$ cat src/rtl/rep_chk_pkg.sv
// Shared types and default widths for the repetition-window checker.
// Contents: default counter/timer widths, FSM state, fail code and mode encodings.
package rep_chk_pkg;

   localparam int unsigned CNT_W_DEF = 8;
   localparam int unsigned TMR_W_DEF = 16;

   typedef enum logic [1:0] {
      ST_IDLE  = 2'd0,
      ST_COUNT = 2'd1,
      ST_QUAL  = 2'd2,
      ST_DONE  = 2'd3
   } state_e;

   typedef enum logic [1:0] {
      FL_NONE    = 2'd0,
      FL_UNDER   = 2'd1,
      FL_OVER    = 2'd2,
      FL_TIMEOUT = 2'd3
   } fail_e;

   typedef enum logic {
      MD_REP  = 1'b0,
      MD_GOTO = 1'b1
   } mode_e;

endpackage

$ cat src/rtl/rep_chk_timer.sv
// Loadable down-counter that stops at zero; done_c flags a zero count.
// Ports: clk, rst_n, load (takes load_val), en (decrement), load_val, done_c.
module rep_chk_timer
   import rep_chk_pkg::*;
#(
   parameter int unsigned TMR_W = TMR_W_DEF
) (
   input  logic             clk,
   input  logic             rst_n,
   input  logic             load,
   input  logic             en,
   input  logic [TMR_W-1:0] load_val,
   output logic             done_c
);

   logic [TMR_W-1:0] count;

   // Load has priority; decrement saturates at zero
   always_ff @(posedge clk or negedge rst_n) begin
      if (!rst_n) begin
         count <= '0;
      end else if (load) begin
         count <= load_val;
      end else if (en && (count != '0)) begin
         count <= count - TMR_W'(1);
      end
   end

   assign done_c = (count == '0);

endmodule

$ cat config.mk
export PLATFORM = sky130hd
export DESIGN_NAME = rep_chk_timer
export DESIGN_NICKNAME = d
export VERILOG_FILES = /design/src/rtl/rep_chk_pkg.sv /design/src/rtl/rep_chk_timer.sv
export SDC_FILE = /design/constraint.sdc
export NUM_CORES = 1
export LEC_CHECK = 0
export BUFFER_PORTS_ARGS = -buffer_cell sky130_fd_sc_hd__buf_2
export CORE_ASPECT_RATIO = 0.7
export CORE_MARGIN = 1.5
export CORE_UTILIZATION = 53
export CTS_BUF_LIST = sky130_fd_sc_hd__clkbuf_16
export DETAILED_ROUTE_END_ITERATION = 10
export GPL_TIMING_DRIVEN = 0
export HOLD_SLACK_MARGIN = 0.02
export PLACE_DENSITY_LB_ADDON = 0.2
export SYNTH_ARGS = -nofsm -noshare
export SYNTH_HDL_FRONTEND = slang
export SYNTH_SLANG_ARGS = --single-unit
$ cat constraint.sdc
create_clock -name clk -period 3 [get_ports clk]
set_input_delay 0.45 -clock clk [delete_from_list [all_inputs] [get_ports clk]]
set_output_delay 0.45 -clock clk [all_outputs]
set_load 0.02 [all_outputs]
---- Word level (Yosys, flattened, before mapping) ----
Cells that the tools add are included.
word-level totals
  bits in registers ....................... 16
  latch bits .............................. 0
  RAM bits ................................ 0
  ROM bits ................................ 0
  input port bits ......................... 20
  output and inout port bits .............. 1
  logic and storage cells ................. 8
  memories ................................ 0
operators by class
  add/sub/neg operators ................... 1
  $mul .................................... 0
  divide/modulo/power cells ............... 0
  magnitude comparators ................... 0
  equality and inequality tests ........... 0
  shift-type cells ........................ 0
  mux-type cells .......................... 2
  bitwise gates (word level) .............. 0
  reduce and logical (&&, ||, !) cells .... 4
operator list
  operator               count
  $mux 16                2
  $logic_not 16->1       1
  $reduce_bool 16->1     1
  $sub 16x1->16 const B  1
  $reduce_bool 2->1      1
  $logic_and 1x1->1      1

---- Longest topological paths before layout ----
Gate-level depths: netlist of run 1.
  depth in word-level cells ............... 4
  depth in mapped cells ................... 6

---- Worst setup path before layout of run 1 ----
Ideal clock, no wire load.
  kind .................................... flip-flop to flip-flop
  start ................................... register count[0]
  end ..................................... register count[1]
  arrival time ............................ 1996 ps
  data required time ...................... 2923 ps
  slack ................................... 927 ps
  cell stages (with the launch flop) ...... 7
  period minus slack after synthesis ...... 2073 ps
  cell sequence ........................... dfrtp_1 > inv_1 > ha_1 > or4b_2 > o41ai_4 > mux2_1 > a21oi_1
on the way
  word-level cells in the longest chain between the ends .. 3
RTL lines
  item                                                 line                                      RTL
  start: declaration                                   rep_chk_timer.sv:16                       logic [TMR_W-1:0] count;
  start signal: assignment                             rep_chk_timer.sv:23                       count <= load_val;
  start signal: assignment                             rep_chk_timer.sv:25                       count <= count - TMR_W'(1);
  $sub 16x1->16 or $reduce_bool 16->1 (tied branches)  rep_chk_timer.sv:25, rep_chk_timer.sv:24
  $mux 16 or $logic_and 1x1->1 (tied branches)         rep_chk_timer.sv:24                       end else if (en && (count != '0)) begin
  $mux 16 or $reduce_bool 2->1 (tied branches)         -
Parallel ways exist; a longest one is shown, timed or not. The select of a mux whose other input is x is not followed.
A chain may end at the register's enable or synchronous reset.

---- Worst setup path after layout of run 1 ----
  start ................................... register count[0]
  end ..................................... output done_c
on the way
  word-level cells in the longest chain between the ends .. 1
RTL lines
  item              line                 RTL
  $logic_not 16->1  rep_chk_timer.sv:29  assign done_c = (count == '0);
  end: declaration  rep_chk_timer.sv:13  output logic done_c
No other way between the ends.

==> impl_metrics.toml, run 1 <==
[logic_synthesis]
synth_nets = 145
ys_ff_latch = 16
synth_area_per_cell_sq_um = 8.58
synth_area_sq_um = 1060
yosysSeqAreaShare = 0.376
ys_warn_count = 0
synthCells = 124
ys_types = 35

[clock_network]
holdBufCountCts = 0
numCtsBuffers = 3
cts_tree = "built"
cts-root-buf = "clkbuf_16"
post_cts_resize_count = 0
clk_path_buf_depth = 2
cts_setup_buffers = 0
path_clk_slew_ps = 50
cts_max_level = 1
cts_sinks = 16
clock_latency_ps = 250

[route]
antenna_left = 0
routed_via_density = 6.10
drc_errors = 0
drt_first_pass_iters = 4
wl_per_cell_um = 14.9
routed-via-count = 1031
dr.first_iter.drc_count = 32
wl_um = 2520

[global_route]
grt_max_degree = 17
grt.total_usage = 0.250
busiest_layer = "met2"
first_global_vias = 883
met1_usage = 0.313
use_met3 = 0.0806
grt_pass1_wl_um = 4100
use_met2 = 0.424
antenna_found_initial = 0
grt_overflow = 0

[timing]
setup_viol = 0
timing.hold.ws_ps = 103
max_clock_freq_mhz = 395
relSlewSlack = 0.561
worst_slew_pin_slew_ps = 650
rsz0062_at_grt = "false"
min_period_ps = 2530
slew_violations = 0
setup_tns_ps = 0
finalCritPeriodShare = 0.843
worst_clock_skew_ps = 2.12
hold_viol = 0

[floorplan]
initial_core_util = 0.569
row_count = 13
io_pins = 21
die-area_sq_um = 2290
core_sq_um = 1870
dieWidth_um = 56.5
die_h_um = 40.5

[critical_path]
critical_path.max_stage_delay_ps = 560
cp-start-kind = "register"
cp_slowest_cell = "nor4b_1"
required_ps = 2550
r2r_setup_slack_ps = 820
reg2reg_to = "count[1]"
critPathCaptureType = "primary output"
path_cells = "inv_1 -> ha_1 -> nor4b_1 -> nand4_1 -> inv_1 -> buf_2"
worst_r2r_path_depth = 6
r2r_start = "count[0]"
cp.arrival_ps = 2080
critPathMaxFanout = 5
path_class = "reg -> out"
cpMostUsedCell = "inv_1"

[final_layout]
finalNonFillerCells = 169
fin_nets = 169
largest_register_ffs = 16
reg_top3 = "count: 16 flops"
antenna_cells = 0
regMostFlops = "count"
drive_above_1_share = 0.190
syn_to_final_growth_pct = 18.9
n_fill_cell = 154

[power_and_ir_drop]
leakagePower_nw = 0.526
power.density_nw_per_um2 = 499
total_power_w = 0.000631
vdd_drop_max_mv = 0.529

[placement]
portBuffers = 19
dp_hpwl_um = 1860
placedCellCount = 165
gp_congestion = 0.833

[flow_run]
cap_violations = 0

[run_status]
status = "finished clean"

[min_path]
min_path_type = "in -> async"
where the power goes:
group	internal [W]	total, W	switching (W)
registers	0.000238	0.000267	0.0000290
logic	0.0000470	0.000102	0.0000554
clock network	0.000177	0.000261	0.0000843
total	0.000462	0.000631	0.000169
logic make-up after synthesis:
logic type	after synthesis	share of synthesized area
xor gates and xnor gates	1	0.00824
AOI/OAI and AO/OA	31	0.195
adders and majority gates	1	0.0118
and+or+nand+nor	62	0.336
muxes	3	0.0294
DFF	16	0.376
buffers and inverters	10	0.0423
cells in the final DEF, fill, tap and decap left out, types with 2 or more instances in the layout:
cell type	n
a21oi_1	7
a31oi_1	6
and2_1	3
buf_2	19
clkbuf_1	4
clkbuf_16	3
dfrtp_1	16
inv_1	5
mux2i_1	2
nand2_1	13
nand3_1	2
nand4_1	3
nand4b_1	3
nor2_1	13
nor2b_1	3
nor3_1	4
nor4_1	3
nor4b_1	2
o21ai_0	4
o21ai_1	6
o31ai_1	2
o41ai_1	2
or3_1	3
or4_1	5
cells in the mapped netlist:
cell | number | share of area
nand4_1 | 3 | 0.018
o31ai_1 | 2 | 0.014
nor2b_1 | 3 | 0.018
mux2i_1 | 2 | 0.019
nor2_1 | 13 | 0.046
nand4b_1 | 3 | 0.025
nor4_2 | 1 | 0.012
o31a_1 | 1 | 0.0082
nand3_1 | 2 | 0.0094
and2_1 | 3 | 0.018
o21ai_0 | 4 | 0.019
and4bb_2 | 1 | 0.012
or3_1 | 3 | 0.018
nand2_1 | 13 | 0.046
dfrtp_1 | 16 | 0.38
xnor2_1 | 1 | 0.0082
or4b_2 | 1 | 0.0094
nor4b_1 | 2 | 0.016
ha_1 | 1 | 0.012
o21ai_1 | 6 | 0.028
a22oi_1 | 1 | 0.0071
o41ai_1 | 2 | 0.016
nor3_2 | 1 | 0.0094
a2bb2oi_1 | 1 | 0.0082
nor4_1 | 3 | 0.018
nor3_1 | 4 | 0.019
mux2_1 | 1 | 0.011
a21oi_1 | 7 | 0.033
or4_1 | 5 | 0.035
inv_1 | 5 | 0.018
or4b_1 | 1 | 0.0094
clkbuf_1 | 4 | 0.014
o41ai_4 | 1 | 0.026
a31oi_1 | 6 | 0.035
buf_6 | 1 | 0.011
how the worst max path moves through the flow:
stage / from / cells after the start / slack [ps] / endpoint
after CTS: count[0] / 6 / 500 / done_c
after global routing: count[0] / 6 / 350 / done_c
final: count[0] / 6 / 470 / done_c
after floorplan: count[0] / 6 / 930 / count[1]
after detailed placement: count[0] / 6 / 760 / done_c
after global placement: count[0] / 6 / 780 / done_c
worst max-delay path, delay by kind of cell (launching register included):
family | cells | cell delay, ps
DFF | 1 | 380
buffers and inverters | 3 | 360
and+or+nand+nor | 2 | 890
adders and majority gates | 1 | 190
per-layer routing:
metal / up-vias / part of all wire
li1: 515 / -
met5: - / 0
met3: 4 / 0.052
met1: 475 / 0.48
met2: 37 / 0.46
met4: 0 / 0.013
stage by stage:
step	cell area, sq um	util	setup WS (ps)
6_report	1260	0.676	471
3_3_place_gp	1190	0.634	780
4_1_cts	1260	0.676	498
3_5_place_dp	1190	0.634	763
2_1_floorplan	1060	-	927
5_1_grt	1260	0.676	352
area by class of cell:
class	instances	area, sq um	share of cell area
Buffer	5	26.3	0.0208
Clock buffer	3	75.1	0.0593
Clock inverter	1	3.75	0.00297
Inverter	5	18.8	0.0148
Multi-Input combinational cell	98	618	0.489
Sequential cell	16	400	0.317
Tap cell	22	27.5	0.0218
Timing Repair Buffer	19	95.1	0.0752
(Power assumes the default switching activity.)
==> inputs of run 2 (changes only) <==
- CORE_UTILIZATION: 53 -> 48
- clock period: 3 -> 2.18 ns (I/O delays scaled with it)
==> run 2 against run 1 <==
  * Clock skew hardly changed
  * Largest power group unchanged
  * Highest routed layer unchanged
  * Die area is 9.7% higher
  * First-iteration DRC count is 31% higher
  * Sequential cell count stayed put
  * Total power is 44% higher
  * Critical path type is now reg -> reg
  * Global-route usage is 1.1 points lower
  * Sequential power is 40% higher
  * Critical path depth is 1 lower
==> impl_metrics.toml, run 2 (synthesized netlist as in run 1, its figures left out) <==
[clock_network]
clock_latency_ps = 250
path_clk_slew_ps = 50
cts_max_level = 1
numCtsBuffers = 3
cts-root-buf = "clkbuf_16"
clk_path_buf_depth = 2
cts_sinks = 16
cts_tree = "built"

[placement]
portBuffers = 19
dp_hpwl_um = 1910
gp_congestion = 0.832
pre_cts_ws_ps = -44.8

[final_layout]
drive_above_1_share = 0.257
largest_register_ffs = 16
post-route-util = 0.648
n_fill_cell = 198
regMostFlops = "count"
layout_common_cells = "buf_2, dfrtp_1, nand2_1, nor2_1"
reg_top3 = "count: 16 flops"
antenna_cells = 0
syn_to_final_growth_pct = 29.2
fin_nets = 174
final_common_cell = "buf_2"

[timing]
worst_clock_skew_ps = 2.20
setup_viol = 0
min_period_ps = 2110
slew_violations = 0
max_clock_freq_mhz = 474
fin_ws_ps = 68.9
finalCritPeriodShare = 0.968
timing.hold.ws_ps = 282
hold_viol = 0
rsz0062_at_grt = "false"
worst_slew_pin_slew_ps = 469
relSlewSlack = 0.687

[flow_run]
cap_violations = 0

[power_and_ir_drop]
vdd_drop_max_mv = 0.471
power.density_nw_per_um2 = 663
leakagePower_nw = 0.557
total_power_w = 0.000911

[critical_path]
cp.arrival_ps = 2290
crit_path_end = "count[1]"
r2r_setup_slack_ps = 70
worst_r2r_path_depth = 5
reg2reg_to = "count[1]"
startpoint = "count[7]"
critPathCaptureType = "register"
r2r_start = "count[7]"
path_class = "reg -> reg"
required_ps = 2360
critPathMaxFanout = 8
cp-start-kind = "register"

[floorplan]
initial_core_util = 0.502
io_pins = 21
die_h_um = 42.4
dieWidth_um = 59.3
die-area_sq_um = 2510
core_sq_um = 2120
row_count = 14

[run_status]
status = "finished clean"

[global_route]
first_global_vias = 986
antenna_found_initial = 0
grt_max_degree = 17
grt.total_usage = 0.239
grt_pass1_wl_um = 4380
grt_overflow = 0

[route]
routed_via_density = 5.77
drt_first_pass_iters = 4
wl_per_cell_um = 14.9
routed-via-count = 1061
wl_um = 2750
antenna_left = 0
dr.first_iter.drc_count = 42
drc_errors = 0

[min_path]
min_path_type = "in -> reg"
[run 2: changes by cell type in the layout (fill, tap and decap cells not counted), sizes merged]
cell | before | now
buf | 20 | 24
dlygate4sd3 | 0 | 1
[run 2: critical path: stages (launching register included)]
cell and delay [ps]:
dfrtp_2 440, or4_1 550, buf_6 160, o41ai_4 380
mux2_1 370, a21oi_2 140
[run 2: worst min-delay path by stage]
stage	start	cells after the start	endpoint	slack (ps)
detailed placement	rst_n	1	count[4]	260
CTS	load_val[14]	3	count[14]	290
global placement	rst_n	1	count[4]	260
finish	load_val[14]	3	count[14]	280
floorplan	rst_n	0	count[0]	30
global route	load_val[4]	3	count[4]	310
[run 2: repair_timing]
| action | CTS | global route |
|---|---|---|
| endpoints found under the hold margin | 16 | 0 |
| cloned | 0 | 0 |
| endpoints found under the setup margin | 2 | 3 |
| hold buffers | 1 | 0 |
| resized for setup | 4 | 7 |
| buffers inserted | 1 | 3 |
| pin swaps | 1 | 1 |
[run 2: metal layers]
layer / vias up / GRT usage / part of all wire
met5: - / 0 / 0
met4: 0 / 0.0591 / 0.0036
met3: 2 / 0.0833 / 0.060
met2: 32 / 0.356 / 0.47
met1: 498 / 0.331 / 0.47
li1: 529 / - / -
[run 2: final cells by class]
cell class	instances	area [sq um]	share of cell area
timing repair buffer	24	135	0.0984
multi-input combinational	98	673	0.490
buffer	5	26.3	0.0191
tap	32	40.0	0.0291
inverter	5	18.8	0.0137
sequential	16	402	0.292
clock inverter	1	3.75	0.00273
clock buffer	3	75.1	0.0546
[run 2: report_power, final]
group	internal [W]	total [W]	switching, W
Sequential	0.000328	0.000375	0.0000474
Clock	0.000244	0.000369	0.000125
Combinational	0.0000807	0.000167	0.0000860
[run 2: through the flow]
stage	std cells	area [sq um]	setup TNS (ps)
after floorplan	124	1060	0
after global placement	175	1200	0
after detailed placement	175	1200	-44.8
after CTS	181	1320	0
after global routing	184	1370	0
final	184	1370	0
==> inputs of run 3 (changes only) <==
- CAP_MARGIN: not set -> 40
- GPL_TIMING_DRIVEN: 0 -> not set
==> run 3 against run 2 <==
  * Routed wire length fell by 3.9%
  * Sequential share of layout area is 0.23 points higher
  * First-iteration DRC count fell by 19%
  * Count of clock-buffer cells in the layout stayed put
  * Combinational power about the same
  * Largest power group unchanged
==> impl_metrics.toml, run 3 (synthesized netlist as in run 1, its figures left out) <==
[run_status]
status = "finished clean"

[power_and_ir_drop]
leakagePower_nw = 0.581
p_sw_w = 0.000241
p_int_w = 0.000653
clockPowerShare = 0.406
combPwrFrac = 0.184
power.density_nw_per_um2 = 658
switching_share = 0.270
total_power_w = 0.000894
power.share.sequential = 0.410
vdd_drop_max_mv = 0.534

[final_layout]
reg_top3 = "count: 16 flops"
n_fill_cell = 184
post-route-util = 0.641
syn_to_final_growth_pct = 27.8
regMostFlops = "count"
layout_common_cells = "buf_2, dfrtp_1, nand2_1, nor2_1, buf_4"
largest_register_ffs = 16
fin_nets = 177
final_common_cell = "buf_2"
antenna_cells = 0
drive_above_1_share = 0.258

[route]
routed_via_density = 5.55
antenna_left = 0
dr.first_iter.drc_count = 34
drt_first_pass_iters = 4
routed-via-count = 1038
wl_um = 2640
drc_errors = 0
wl_per_cell_um = 14.1

[critical_path]
cp_slowest_cell = "or4_1"
path_cells = "or4_1 -> o41ai_4 -> mux2_1 -> a21oi_1"
cp.arrival_ps = 2230
critPathCaptureType = "register"
critPathMaxFanout = 8
critical_path.max_stage_delay_ps = 650
path_class = "reg -> reg"
required_ps = 2360
cp-start-kind = "register"

[timing]
hold_viol = 0
worst_slew_pin_slew_ps = 476
slew_violations = 0
worst_clock_skew_ps = 5.69
setup_viol = 0
rsz0062_at_grt = "false"
finalCritPeriodShare = 0.943
setup_tns_ps = 0
relSlewSlack = 0.680
min_period_ps = 2060
max_clock_freq_mhz = 486

[global_route]
antenna_found_initial = 0
grt_pass1_wl_um = 4490
first_global_vias = 981
grt_max_degree = 18
grt_overflow = 0
grt.total_usage = 0.244

[min_path]
min_path_type = "in -> reg"

[floorplan]
initial_core_util = 0.502
row_count = 14
io_pins = 21
dieWidth_um = 59.3
die_h_um = 42.4
die-area_sq_um = 2510
core_sq_um = 2120

[clock_network]
clk_path_buf_depth = 2
cts_sinks = 16
cts_max_level = 1
path_clk_slew_ps = 50
clock_latency_ps = 250
cts_tree = "built"
cts-root-buf = "clkbuf_16"
numCtsBuffers = 3

[placement]
dp_hpwl_um = 1940
portBuffers = 20
gp_congestion = 0.852

[flow_run]
cap_violations = 0
run 3: cell count changes in the layout (fill, tap and decap cells not counted), sizes merged:
cell / change
clkbuf: -4
buf: +7
run 3: path summary, 6_finish.rpt:
| check | cells after the start | to | from | slack (ps) |
|---|---|---|---|---|
| hold / removal | 3 | count[4] | load_val[4] | 290 |
| hold reg to reg | 2 | count[10] | count[10] | 620 |
| min in group asynchronous | 2 | count[5] | rst_n | 520 |
| setup / recovery | 4 | count[1] | count[11] | 120 |
| setup reg to reg | 4 | count[1] | count[11] | 120 |
| max in group asynchronous | 2 | count[15] | rst_n | 1390 |
run 3: power by group through the flow:
| stage | clock (W) | combinational, W | sequential (W) |
|---|---|---|---|
| floorplan | 0 | 0.0000987 | 0.000360 |
| global placement | 0 | 0.000154 | 0.000365 |
| detailed placement | 0 | 0.000160 | 0.000369 |
| CTS | 0.000372 | 0.000162 | 0.000364 |
| global route | 0.000385 | 0.000188 | 0.000370 |
| finish | 0.000363 | 0.000165 | 0.000366 |
run 3: metrics by stage:
stage | hold slack [ps] | setup slack [ps] | cell area [sq um] | cells
2_1_floorplan | 31.4 | 107 | 1060 | 124
3_3_place_gp | 259 | 99.9 | 1250 | 181
3_5_place_dp | 262 | 44.5 | 1250 | 181
4_1_cts | 286 | 31.2 | 1340 | 186
5_1_grt | 297 | 52.2 | 1360 | 187
6_report | 287 | 124 | 1360 | 187
run 3: timing repair:
item / in CTS / in global routing
setup endpoints to repair: 0 / 2
resized for setup: 0 / 2
hold buffers: 1 / 0
setup buffers: 0 / 1
endpoints found under the hold margin: 16 / 0
run 3: area by class of cell:
class                      count  area (sq um)  share of cell area
timing repair buffer          32           193               0.142
multi-input combinational     98           628               0.462
inverter                       5          18.8              0.0138
sequential                    16           400               0.295
tap                           32          40.0              0.0295
clock inverter                 1          3.75             0.00276
clock buffer                   3          75.1              0.0552
run 3: critical path: cells and delay by family (launching register included):
family | cells | cell delay [ps]
and+or+nand+nor | 1 | 650
muxes | 1 | 350
AOI/OAI and AO/OA | 2 | 520
DFF | 1 | 460
run 3: layer usage:
metal / routed length [um] / GRT usage / up-vias
met1: 1270 / 0.335 / 479
met5: 0 / 0 / -
li1: - / - / 533
met3: 127 / 0.0648 / 4
met2: 1190 / 0.358 / 22
met4: 48 / 0.105 / 0
